**src/rtl/moving_average_pkg.sv**
```systemverilog
// Shared constants and width helpers for the moving-average filter.
package moving_average_pkg;

    localparam int DEFAULT_DATA_W = 8;
    localparam int DEFAULT_WINDOW = 4;

    // Ceiling log2, usable in parameter expressions (clog2(1) = 0).
    function automatic int clog2(input int value);
        int result;
        result = 0;
        while ((1 << result) < value) begin
            result = result + 1;
        end
        return result;
    endfunction

    // Width of the running sum: WINDOW full-scale samples fit without overflow.
    function automatic int sum_width(input int data_w, input int window);
        return data_w + clog2(window);
    endfunction

endpackage : moving_average_pkg

```
**src/rtl/sample_ring.sv**
```systemverilog
// Circular buffer of the last WINDOW samples, with combinational read of the
// slot that the next write will overwrite (the oldest sample).
module sample_ring
    import moving_average_pkg::*;
#(
    parameter int DATA_W = DEFAULT_DATA_W,
    parameter int WINDOW = DEFAULT_WINDOW
) (
    input  logic              Clk,
    input  logic              Rst_n,
    input  logic              wr_en,
    input  logic [DATA_W-1:0] wr_data,
    output logic [DATA_W-1:0] rd_oldest
);

    localparam int PTR_W = clog2(WINDOW);

    logic [DATA_W-1:0] r_mem [WINDOW];
    logic [PTR_W-1:0]  r_wptr;

    // Store the new sample at the write pointer and advance it.
    // NOTE: the delay line is reset on purpose: empty slots must read as zero
    // so the running sum stays consistent while the window is filling.
    always_ff @(posedge Clk or negedge Rst_n) begin
        if (!Rst_n) begin
            r_wptr <= '0;
            for (int i = 0; i < WINDOW; i++) begin
                r_mem[i] <= '0;
            end
        end else if (wr_en) begin
            r_mem[r_wptr] <= wr_data;
            // WINDOW is a power of two, so the natural wrap goes WINDOW-1 -> 0.
            r_wptr        <= r_wptr + 1'b1;
        end
    end

    assign rd_oldest = r_mem[r_wptr];

endmodule : sample_ring

```
**src/rtl/moving_average_filter.sv**
```systemverilog
// Streaming boxcar filter: registered truncated mean of the last WINDOW
// captured samples, plus a sticky flag once the window has filled.
module moving_average_filter
    import moving_average_pkg::*;
#(
    parameter int DATA_W = DEFAULT_DATA_W,
    parameter int WINDOW = DEFAULT_WINDOW
) (
    input  logic              Clk,
    input  logic              Rst_n,
    input  logic              enable,
    input  logic [DATA_W-1:0] X1,
    output logic [DATA_W-1:0] Z,
    output logic              Z_valid
);

    localparam int LOG2_W = clog2(WINDOW);
    localparam int SUM_W  = sum_width(DATA_W, WINDOW);
    localparam int FILL_W = LOG2_W + 1;
    localparam logic [FILL_W-1:0] FILL_FULL = FILL_W'(WINDOW);

    logic [DATA_W-1:0] w_oldest;
    logic [SUM_W-1:0]  w_sum_next;
    logic [FILL_W-1:0] w_fill_next;
    logic [SUM_W-1:0]  r_sum;
    logic [FILL_W-1:0] r_fill;

    sample_ring #(
        .DATA_W (DATA_W),
        .WINDOW (WINDOW)
    ) u_sample_ring (
        .Clk       (Clk),
        .Rst_n     (Rst_n),
        .wr_en     (enable),
        .wr_data   (X1),
        .rd_oldest (w_oldest)
    );

    // oldest is always a term of r_sum, so the subtraction cannot underflow.
    assign w_sum_next  = r_sum + SUM_W'(X1) - SUM_W'(w_oldest);
    assign w_fill_next = (r_fill == FILL_FULL) ? r_fill : r_fill + 1'b1;

    // Update running sum, fill count and the registered outputs on each capture.
    always_ff @(posedge Clk or negedge Rst_n) begin
        if (!Rst_n) begin
            r_sum   <= '0;
            r_fill  <= '0;
            Z       <= '0;
            Z_valid <= 1'b0;
        end else if (enable) begin
            r_sum   <= w_sum_next;
            r_fill  <= w_fill_next;
            // Dropping the low LOG2_W bits is the truncating divide by WINDOW.
            Z       <= w_sum_next[SUM_W-1:LOG2_W];
            Z_valid <= (w_fill_next == FILL_FULL);
        end
    end

endmodule : moving_average_filter

```
**config.mk**
```make
export PLATFORM = sky130hd
export DESIGN_NAME = moving_average_filter
export DESIGN_NICKNAME = d
export VERILOG_FILES = /design/src/rtl/moving_average_pkg.sv /design/src/rtl/sample_ring.sv /design/src/rtl/moving_average_filter.sv
export SDC_FILE = /design/constraint.sdc
export NUM_CORES = 1
export LEC_CHECK = 0
export BUFFER_PORTS_ARGS = -buffer_cell sky130_fd_sc_hd__buf_2
export CAP_MARGIN = 25
export CORE_MARGIN = 4
export CORE_UTILIZATION = 52
export CTS_BUF_LIST = sky130_fd_sc_hd__clkbuf_2 sky130_fd_sc_hd__clkbuf_4 sky130_fd_sc_hd__clkbuf_8
export DETAILED_ROUTE_END_ITERATION = 10
export PLACE_DENSITY_LB_ADDON = 0.3
export SYNTH_ARGS = -nofsm -noshare
export SYNTH_HDL_FRONTEND = slang
export SYNTH_SLANG_ARGS = --single-unit
```
**constraint.sdc**
```tcl
create_clock -name Clk -period 3.4 [get_ports Clk]
set_input_delay 0.17 -clock Clk [delete_from_list [all_inputs] [get_ports Clk]]
set_output_delay 0.17 -clock Clk [all_outputs]
set_load 0.1 [all_outputs]
```
==> results.md, run 1 <==
* Status: finished, final reports clean
* Post-CTS setup buffers at 0
* CP Launch Type: register
* Critical Path Slowest Stage Cell: fa_1
* Initial Util at 0.5390
* Vias in the first global route at between 1500 and 2000
* Worst-Margin Slew at about 0.54 ns
* Asr flop ratio synth at 1.000
* Worst Path Required at 3.60 ns
* Arr. time, crit path at 3.36 ns
* HP Class: primary input to register
* Post_cts resized at 0
* Die area at 0.006521 mm2
* Max H-tree Level at 2
* Max-cap violations at 0
* #FFs+latches synth at 48
* Post-Synthesis Cells at roughly 270
* Max Slew Vio Count at 0
* # IOs at 20
* Synth-to-layout area growth at 10.68%
* Num rows at 26
* Initial DRC Count at 72
* Setup slack, reg-to-reg at about 0.24 ns
* Fin util at 0.5965
* Rel. slew slack at 0.6403
* Dominant combinational cell family by area after synthesis: compound AO/OA/AOI/OAI gates
* Critical Setup Path Class: register to register
* Fin. Hold Viols at 0
* Worst path max stage delay at between 0.5 and 0.6 ns
* Crit share post-route at 0.9283
* CTS buffer count at 5
* Clock transition at path regs at approximately 0.10 ns
* EDFF count, synth at 0
* CTS Buffer Depth at 2
* Clk sinks at between 40 and 50
* Final wirelength at between 4000 and 5000 um
* Post-synth top flop: dfrtp_1
* Unique cell type count in the Yosys netlist at 38
* Compound-Gate Fraction of Synth Area at 0.1473
* Antenna violations before repair at 0
* Largest net degree at the start of global routing at 35
* RSZ-0062 raised after global routing: no
* Setup_tns at 0 ns
* DIE HEIGHT at 80.76 um
* Setup slack after layout at 0.2437 ns
* Crit path max fanout at 6
* Synth Area per Inst at about 10 um2
* Net count after synthesis at around 310
* Worst Setup End Kind: register
* First-pass GRT wire length at roughly 8400 um
* Syn Std Cell Area at 0.002753 mm2
* First drt pass iteration count at 4
* Max Clk Rate at 316.8 MHz
* Layout cells sized above 1 at 0.1712
* Nets at roughly 330
* Post-route ant nets at 0
* CTS tree: built
* Die W at 80.76 um
* Minimum clock period at around 3.2 ns
* GR Util All Layers at 0.1683
* Core area at roughly 0.005 mm2
* Synth Area in XOR/XNOR at 0.01591
* Post-DP HPWL at approximately 3700 um
* Synth Warn # at 0
* Sequential share of the synthesized area at 0.4364
* Post-Synth Simple-Gate Area at 0.08636
* # fillers at about 460
* Commonest non-fill, non-tap cell in the layout: dfrtp_1
* Setup WS pre-CTS at ~0.27 ns
* Worst-path cell chain: buf_4 > mux4_2 > fa_1 > inv_1 > ha_1 > a211oi_2 > o21a_1 > nor3_1 > or4_1 > o311ai_1
* Root Driver: clkbuf_8
* Mux cell area share after synthesis at 0.09682
* Total grt overflow at 0
* RD Place Congestion at slightly below 0.8
* Fin Clk Skew at ~0.012 ns
* Vias at around 1900
* Worst skew pair latency at 0.31 ns
* Vias/cell at 5.152
* N_diodes at 0
* Post-Synth Adder-Cell Area at 0.1309
* # DRC at 0
* Setup-failing EPs final at 0
* IO buf count at 19
* Drt wl/cell at between 10 and 15 um
* Most frequent cells in the layout: dfrtp_1, nand2_1, inv_1
[state kept, by name (all words and copies together) (netlist names)]
signal / flops
Z: 8
r_fill: 3
r_sum: 2
u_sample_ring.r_mem: 32
u_sample_ring.r_wptr: 2
Z_valid: 1
[what timing repair did]
| action | CTS | global route |
|---|---|---|
| endpoints found under the setup margin | 0 | 0 |
| endpoints found under the hold margin | 14 | 0 |
| hold buffers | 1 | 0 |
[critical path, delay by kind of cell, from the launching register on]
kind | cells | cell delay [ns]
buffers and inverters | 2 | 0.22
adder cells (fa/ha/maj) | 2 | 0.83
multiplexers | 1 | 0.51
AO/OA/AOI/OAI | 3 | 0.56
flip-flops | 1 | 0.35
AND/OR/NAND/NOR | 2 | 0.58
[area by class of cell]
class	instances	area, um2	share of cell area
Tap cell	70	87.58	0.02875
Clock buffer	5	68.82	0.02259
Sequential cell	48	1201	0.3943
Multi-Input combinational cell	169	1314	0.4312
Clock inverter	3	47.55	0.01561
Timing Repair Buffer	29	185.2	0.06078
Inverter	38	142.6	0.04682
[kinds of logic after synthesis]
logic type | count (synthesis)
muxes | 16
AOI/OAI and AO/OA | 65
and+or+nand+nor | 59
buffers and inverters | 55
xor gates and xnor gates | 5
adders and majority gates | 24
DFF | 48
[cell usage after synthesis (2+ instances only)]
| cell type | count | area, um2 |
|---|---|---|
| dfrtp_1 | 48 | 1201 |
| nand2_1 | 46 | 172.7 |
| inv_1 | 38 | 142.6 |
| o21ai_0 | 35 | 175.2 |
| ha_1 | 16 | 200.2 |
| buf_4 | 8 | 60.06 |
| clkbuf_1 | 8 | 30.03 |
| fa_1 | 8 | 160.2 |
| mux4_2 | 8 | 180.2 |
| nor2_1 | 6 | 22.52 |
| a21oi_1 | 5 | 25.02 |
| mux2_2 | 5 | 56.30 |
| o21a_1 | 4 | 30.03 |
| mux2i_1 | 3 | 30.03 |
| xnor2_1 | 3 | 26.28 |
| a211o_1 | 2 | 17.52 |
| a21o_1 | 2 | 15.01 |
| nand2b_1 | 2 | 12.51 |
| nor3_1 | 2 | 10.01 |
| o211ai_1 | 2 | 15.01 |
| o21bai_1 | 2 | 15.01 |
| o31ai_1 | 2 | 15.01 |
| xor2_1 | 2 | 17.52 |
[path summary, 6_finish.rpt]
kind	cells past startpoint	to	from
worst max register to register	10	Z[7]$_DFFE_PN0P_	u_sample_ring.r_wptr[0]$_DFFE_PN0P_
max in group asynchronous	3	u_sample_ring.r_mem[14]$_DFFE_PN0P_	Rst_n
min in group asynchronous	2	Z[0]$_DFFE_PN0P_	Rst_n
worst min-delay path	2	u_sample_ring.r_mem[24]$_DFFE_PN0P_	X1[0]
worst max-delay path	10	Z[7]$_DFFE_PN0P_	u_sample_ring.r_wptr[0]$_DFFE_PN0P_
worst min register to register	2	u_sample_ring.r_mem[13]$_DFFE_PN0P_	u_sample_ring.r_mem[13]$_DFFE_PN0P_
[layer usage]
metal,GRT usage,share of wire,vias to the layer above
li1,-,-,942
met1,0.2348,0.49,897
met2,0.2649,0.47,21
met3,0.03769,0.028,5
met4,0.05068,0.0091,0
met5,0,0,-
[through the flow]
stage	instance area [um2]	cells	hold WS (ns)
6_report	3047	362	0.1651
3_5_place_dp	2920	353	0.1026
3_3_place_gp	2900	352	0.4106
2_1_floorplan	2753	272	-0.1256
5_1_grt	3047	362	0.1512
4_1_cts	3047	362	0.1507
Power of run 1 is left out: the tool's default activity adds up to more than one toggle a clock period on the data nets, which glitch-free logic cannot reach.
==> run 2: changes to the inputs <==
- ABC_AREA: default -> 1
==> run 2 against run 1 <==
  * Global-route usage increased by 2.0 points
  * Setup slack improved by 0.33 ns
  * Sequential share of layout area is 0.36 points higher
  * Routed wire length is 11% higher
  * Via count up 15%
  * Core utilization fell by 1.6 points
  * Clock-buffer cell count is 1 higher
  * Synthesized area is 2.7% higher
  * Synthesized cell count up 26%
  * Hold slack gained 0.055 ns
  * Critical path type unchanged
  * Largest cell class unchanged
  * Highest routed layer unchanged
==> results.md, run 2 <==
* Clk sinks at 48
* Fin. Hold Viols at 0
* Max H-tree Level at 2
* Post-Synthesis Cells at 343
* Met2 wire length at between 2000 and 2500 um
* Root Driver: clkbuf_8
* Max Slew Vio Count at 0
* Layout cells sized above 1 at 0.1070
* # IOs at 20
* Vias at 2137
* Vias/cell at between 5 and 6
* Worst Setup End Kind: register
* Critical Path Slowest Stage Cell: dfrtp_1
* Rel. slew slack at 0.6638
* Setup_tns at 0 ns
* Min-delay src: X1[0]
* Core area at around 0.0052 mm2
* Vias in the first global route at approximately 2000
* Initial Util at 0.5433
* # DRC at 0
* Worst Path Required at approximately 3.6 ns
* RD Place Congestion at just over 0.8
* Most common cell in the synthesized netlist: nand2_1
* Status: finished, final reports clean
* Sum of buffers and inverters on the critical path at 3
* Num rows at 26
* Sequential share of the synthesized area at 0.4248
* Worst skew pair latency at 0.30 ns
* Unique cell type count in the Yosys netlist at 29
* Final wirelength at about 5400 um
* Top Family by Delay on Critical Path: adder cells
* Worst Hold End: r_sum[0]$_DFFE_PN0P_
* Max-cap violations at 0
* Largest net degree at the start of global routing at 29
* Synth Area per Inst at 8.244 um2
* Max Clk Rate at between 300 and 400 MHz
* Metal-1 WL at about 2700 um
* DR WL met3 at approximately 220 um
* Post-DP HPWL at 4014 um
* Biggest regs: u_sample_ring.r_mem (32), Z (8), r_fill (3)
* R2R depth at 14
* Syn Std Cell Area at 0.002828 mm2
* Synth Warn # at 0
* Critical R2R Launch: u_sample_ring.r_wptr[1]$_DFFE_PN0P_
* Post-route ant nets at 0
* #FFs+latches synth at 48
* Setup WS pre-CTS at roughly 0.6 ns
* Worst path max stage delay at around 0.53 ns
* Arr. time, crit path at about 3 ns
* Most frequent cells in the layout: nand2_1, o21ai_0, inv_1
* Setup slack, reg-to-reg at roughly 0.57 ns
* Die W at around 82 um
* WHS Path Cells at 4
* Total grt overflow at 0
* Asr flop ratio synth at 1.000
* Top cell type's share of synthesized area at 0.4248
* Commonest non-fill, non-tap cell in the layout: nand2_1
* Nets at 389
* Drt wl/cell at roughly 13 um
* Setup-failing EPs final at 0
* Hold_ws at roughly 0.22 ns
* Crit share post-route at 0.8325
* Setup slack after layout at between 0.5 and 0.6 ns
* CTS tree: built
* HP Class: primary input to register
* Largest register FFs at 32
* Top cells by area, synth: dfrtp_1, nand2_1, o21ai_0
* Net count after synthesis at around 380
* GR Util All Layers at 0.1880
* Reg-to-reg endpoint: Z[6]$_DFFE_PN0P_
* Worst-Margin Slew at a little over 0.5 ns
* Die area at between 0.006 and 0.007 mm2
* Clock transition at path regs at approximately 0.090 ns
* Fin util at 0.5800
* Top cells by count, synth: nand2_1, o21ai_0, inv_1, dfrtp_1, nor2_1
* CTS buffer count at 5
* EDFF count, synth at 0
* DIE HEIGHT at slightly above 80 um
* CTS Buffer Depth at 2
* Post-synth top flop: dfrtp_1
* Antenna violations before repair at 0
* CP Launch Type: register
* Post-CTS setup buffers at 0
* RSZ-0062 raised after global routing: no
* N_diodes at 0
* Minimum clock period at 2.831 ns
* IO buf count at 19
* Worst-path cell chain: clkinv_1 > o21ai_0 > o22ai_1 > ha_1 > inv_1 > ha_1 > inv_1 > fa_1 > o21ai_2 > nand2_1 > nand2_1 > nand2_1 > nand3_1 > nand2_1
* Crit path max fanout at 11
* First-pass GRT wire length at between 9000 and 10000 um
* Crit path top cell by count: nand2_1
* Yosys top cell by area: dfrtp_1
* Fin Clk Skew at around 0.0064 ns
* Max layer used: met4
* Synth-to-layout area growth at 6.770%
* Largest Register: u_sample_ring.r_mem
* Critical Setup Path Class: register to register
* First drt pass iteration count at 4
* Initial DRC Count at 168
-- run 2: worst max path at each step --
stage | startpoint | cells past startpoint | slack, ns | endpoint
2_1_floorplan | u_sample_ring.r_wptr[0]$_DFFE_PN0P_ | 13 | 0.85 | Z[6]$_DFFE_PN0P_
3_3_place_gp | u_sample_ring.r_wptr[1]$_DFFE_PN0P_ | 12 | 0.62 | Z[5]$_DFFE_PN0P_
3_5_place_dp | u_sample_ring.r_wptr[1]$_DFFE_PN0P_ | 14 | 0.59 | Z[6]$_DFFE_PN0P_
4_1_cts | u_sample_ring.r_wptr[1]$_DFFE_PN0P_ | 14 | 0.57 | Z[6]$_DFFE_PN0P_
5_1_grt | u_sample_ring.r_wptr[1]$_DFFE_PN0P_ | 14 | 0.28 | Z[4]$_DFFE_PN0P_
6_report | u_sample_ring.r_wptr[1]$_DFFE_PN0P_ | 14 | 0.57 | Z[6]$_DFFE_PN0P_
-- run 2: cell type report --
| class | instances | area (um2) |
|---|---|---|
| Multi-Input combinational cell | 227 | 1318 |
| Clock buffer | 6 | 82.58 |
| Clock inverter | 2 | 10.01 |
| Fill cell | 495 | 2186 |
| Timing Repair Buffer | 22 | 132.6 |
| Sequential cell | 48 | 1201 |
| Tap cell | 70 | 87.58 |
| Inverter | 50 | 187.7 |
-- run 2: worst min-delay path, delay by kind of cell --
kind	cells	cell delay, ns
adders and majority gates	1	0.12
AOI/OAI and AO/OA	1	0.05
and+or+nand+nor	1	0.04
buffers and inverters	1	0.09
-- run 2: kinds of logic (layout without fill, tap and decap cells) --
family	after synthesis	count (layout)	share of synthesized area
AND/OR/NAND/NOR	123	123	0.1735
buffers and inverters	68	80	0.1093
AO/OA/AOI/OAI	75	75	0.1496
adder cells (fa/ha/maj)	24	24	0.1274
XOR/XNOR	5	5	0.01549
flip-flops	48	48	0.4248
-- run 2: per-stage QoR --
stage          instance area [um2]  std cells
2_1_floorplan                 2828        343
3_3_place_gp                  2897        415
3_5_place_dp                  2917        416
4_1_cts                       3019        425
5_1_grt                       3019        425
6_report                      3019        425
-- run 2: what timing repair did --
| action | CTS | global route |
|---|---|---|
| hold buffers | 1 | 0 |
| hold endpoints to repair | 20 | 0 |
| gates resized for setup | 0 | 0 |
-- run 2: layer usage --
| metal | up-vias | track usage |
|---|---|---|
| met2 | 40 | 0.2989 |
| li1 | 1105 | - |
| met5 | - | 0 |
| met4 | 0 | 0.06312 |
| met1 | 987 | 0.2605 |
| met3 | 5 | 0.03289 |
Power of run 2 is left out for the same reason.
==> run 3: changes to the inputs <==
- clock period: 3.4 -> 2.9 ns (I/O delays scaled with it)
==> run 3 against run 2 <==
  * Via count is 1.2% higher
  * Clock-buffer cell count rose by 1
  * Clock skew increased by 0.0030 ns
  * First-iteration DRC count shrank 21%
  * Global-route usage about the same
  * Non-clock buffer count is 3 higher
  * Critical endpoint is now Z[4]$_DFFE_PN0P_
  * Largest cell class unchanged
==> results.md, run 3 (synthesis gave the netlist of run 2 again) <==
* Status: finished, final reports clean
* Core area at approximately 0.0052 mm2
* Setup-failing EPs final at 0
* Rel. slew slack at 0.4822
* Min-delay src: X1[0]
* Crit. Startpoint: u_sample_ring.r_wptr[0]$_DFFE_PN0P_
* Vias/cell at ~5.1
* IO buf count at 19
* DIE HEIGHT at a little over 80 um
* Die area at 0.006681 mm2
* Fin Clk Skew at between 0.009 and 0.01 ns
* Clk sinks at 48
* Setup WS pre-CTS at between 0.2 and 0.25 ns
* Initial DRC Count at roughly 130
* Worst Path Required at about 3.1 ns
* Worst-Margin Slew at 0.7768 ns
* Synth-to-layout area growth at 8.363%
* Max Clk Rate at roughly 380 MHz
* Fin. Hold Viols at 0
* Root Driver: clkbuf_8
* Sequential Area at roughly 0.0012 mm2
* Layout cells sized above 1 at 0.1173
* Final wirelength at between 5000 and 6000 um
* Arr. time, crit path at 2.81 ns
* Num rows at 26
* Post-DP HPWL at 4130 um
* Largest register FFs at 32
* Crit path max fanout at 10
* RD Place Congestion at around 0.8
* HP Class: primary input to register
* CP Launch Type: register
* Largest net degree at the start of global routing at 36
* Vias at 2163
* CTS Buffer Depth at 2
* Post-route ant nets at 0
* Cells after DPL at 419
* Worst-path cell chain: inv_1 > buf_4 > o21ai_0 > o22ai_1 > ha_1 > inv_1 > ha_1 > inv_1 > fa_1 > o21ai_2 > nand2_1 > nand2_1 > nand2_1 > nand3_1 > nand2_1
* # fillers at about 500
* Worst path max stage delay at around 0.45 ns
* First drt pass iteration count at 4
* Most frequent cells in the layout: nand2_1, o21ai_0, inv_1
* CTS buffer count at 5
* GR Util All Layers at 0.1882
* Max H-tree Level at 2
* Minimum clock period at ~2.6 ns
* Drt wl/cell at between 10 and 15 um
* Setup_tns at 0 ns
* Setup slack after layout at approximately 0.29 ns
* Worst Setup End Kind: register
* Critical Setup Path Class: register to register
* Nets at approximately 400
* Total grt overflow at 0
* # IOs at 20
* Fin cells at approximately 430
* Max Slew Vio Count at 0
* Clock transition at path regs at approximately 0.090 ns
* Fin util at 0.5887
* RSZ-0062 raised after global routing: no
* Critical Path Slowest Stage Cell: dfrtp_2
* Vias in the first global route at slightly above 2000
* Initial Util at 0.5433
* Setup slack, reg-to-reg at 0.29 ns
* First-pass GRT wire length at about 9600 um
* Commonest non-fill, non-tap cell in the layout: nand2_1
* Critical R2R Launch: u_sample_ring.r_wptr[0]$_DFFE_PN0P_
* Biggest regs: u_sample_ring.r_mem (32), Z (8), r_fill (3)
* N_diodes at 0
* Post-CTS setup buffers at 0
* CTS tree: built
* Antenna violations before repair at 0
* Largest Register: u_sample_ring.r_mem
* Max-cap violations at 0
* Worst skew pair latency at 0.30 ns
* Area occupied by multi-input gates at 0.001318 mm2
* Crit share post-route at 0.9015
* Die W at about 82 um
* Crit path top cell by count: nand2_1
* # DRC at 0
## run 3: path summary, 6_finish.rpt
kind	cells past startpoint	to
setup / recovery	15	Z[4]$_DFFE_PN0P_
hold / removal	3	u_sample_ring.r_mem[8]$_DFFE_PN0P_
setup reg to reg	15	Z[4]$_DFFE_PN0P_
hold reg to reg	2	u_sample_ring.r_mem[16]$_DFFE_PN0P_
max in group asynchronous	3	u_sample_ring.r_mem[24]$_DFFE_PN0P_
min in group asynchronous	2	u_sample_ring.r_mem[9]$_DFFE_PN0P_
## run 3: metal layers
metal,wire length (um),part of all wire,GRT usage
met1,2616,0.47,0.2548
met2,2536,0.46,0.3013
met3,298,0.054,0.03509
met4,89,0.016,0.06811
met5,0,0,0
## run 3: layout make-up
class | instances | area share
multi-input combinational | 227 | 0.4300
sequential | 48 | 0.3924
inverter | 50 | 0.06125
timing repair buffer | 25 | 0.04655
clock buffer | 7 | 0.03144
tap | 70 | 0.02858
clock inverter | 1 | 0.009800
## run 3: repair_timing
action,in CTS,in global routing
hold endpoints to repair,34,0
hold buffers,1,0
endpoints found under the setup margin,0,1
gates resized for setup,0,1
## run 3: through the flow
step                      hold WS, ns  area [um2]
after global routing           0.1998        3064
after global placement         0.2669        2927
after floorplan               -0.1506        2828
after CTS                      0.1731        3063
after detailed placement       0.2708        2927
final                          0.1801        3064
## run 3: critical path, delay by kind of cell (launching register included)
kind                       cells  cell delay (ns)
DFF                            1             0.45
and+or+nand+nor                5             0.34
AOI/OAI and AO/OA              3             0.49
adders and majority gates      3             0.84
buffers and inverters          4             0.37
Power of run 3 is left out for the same reason.
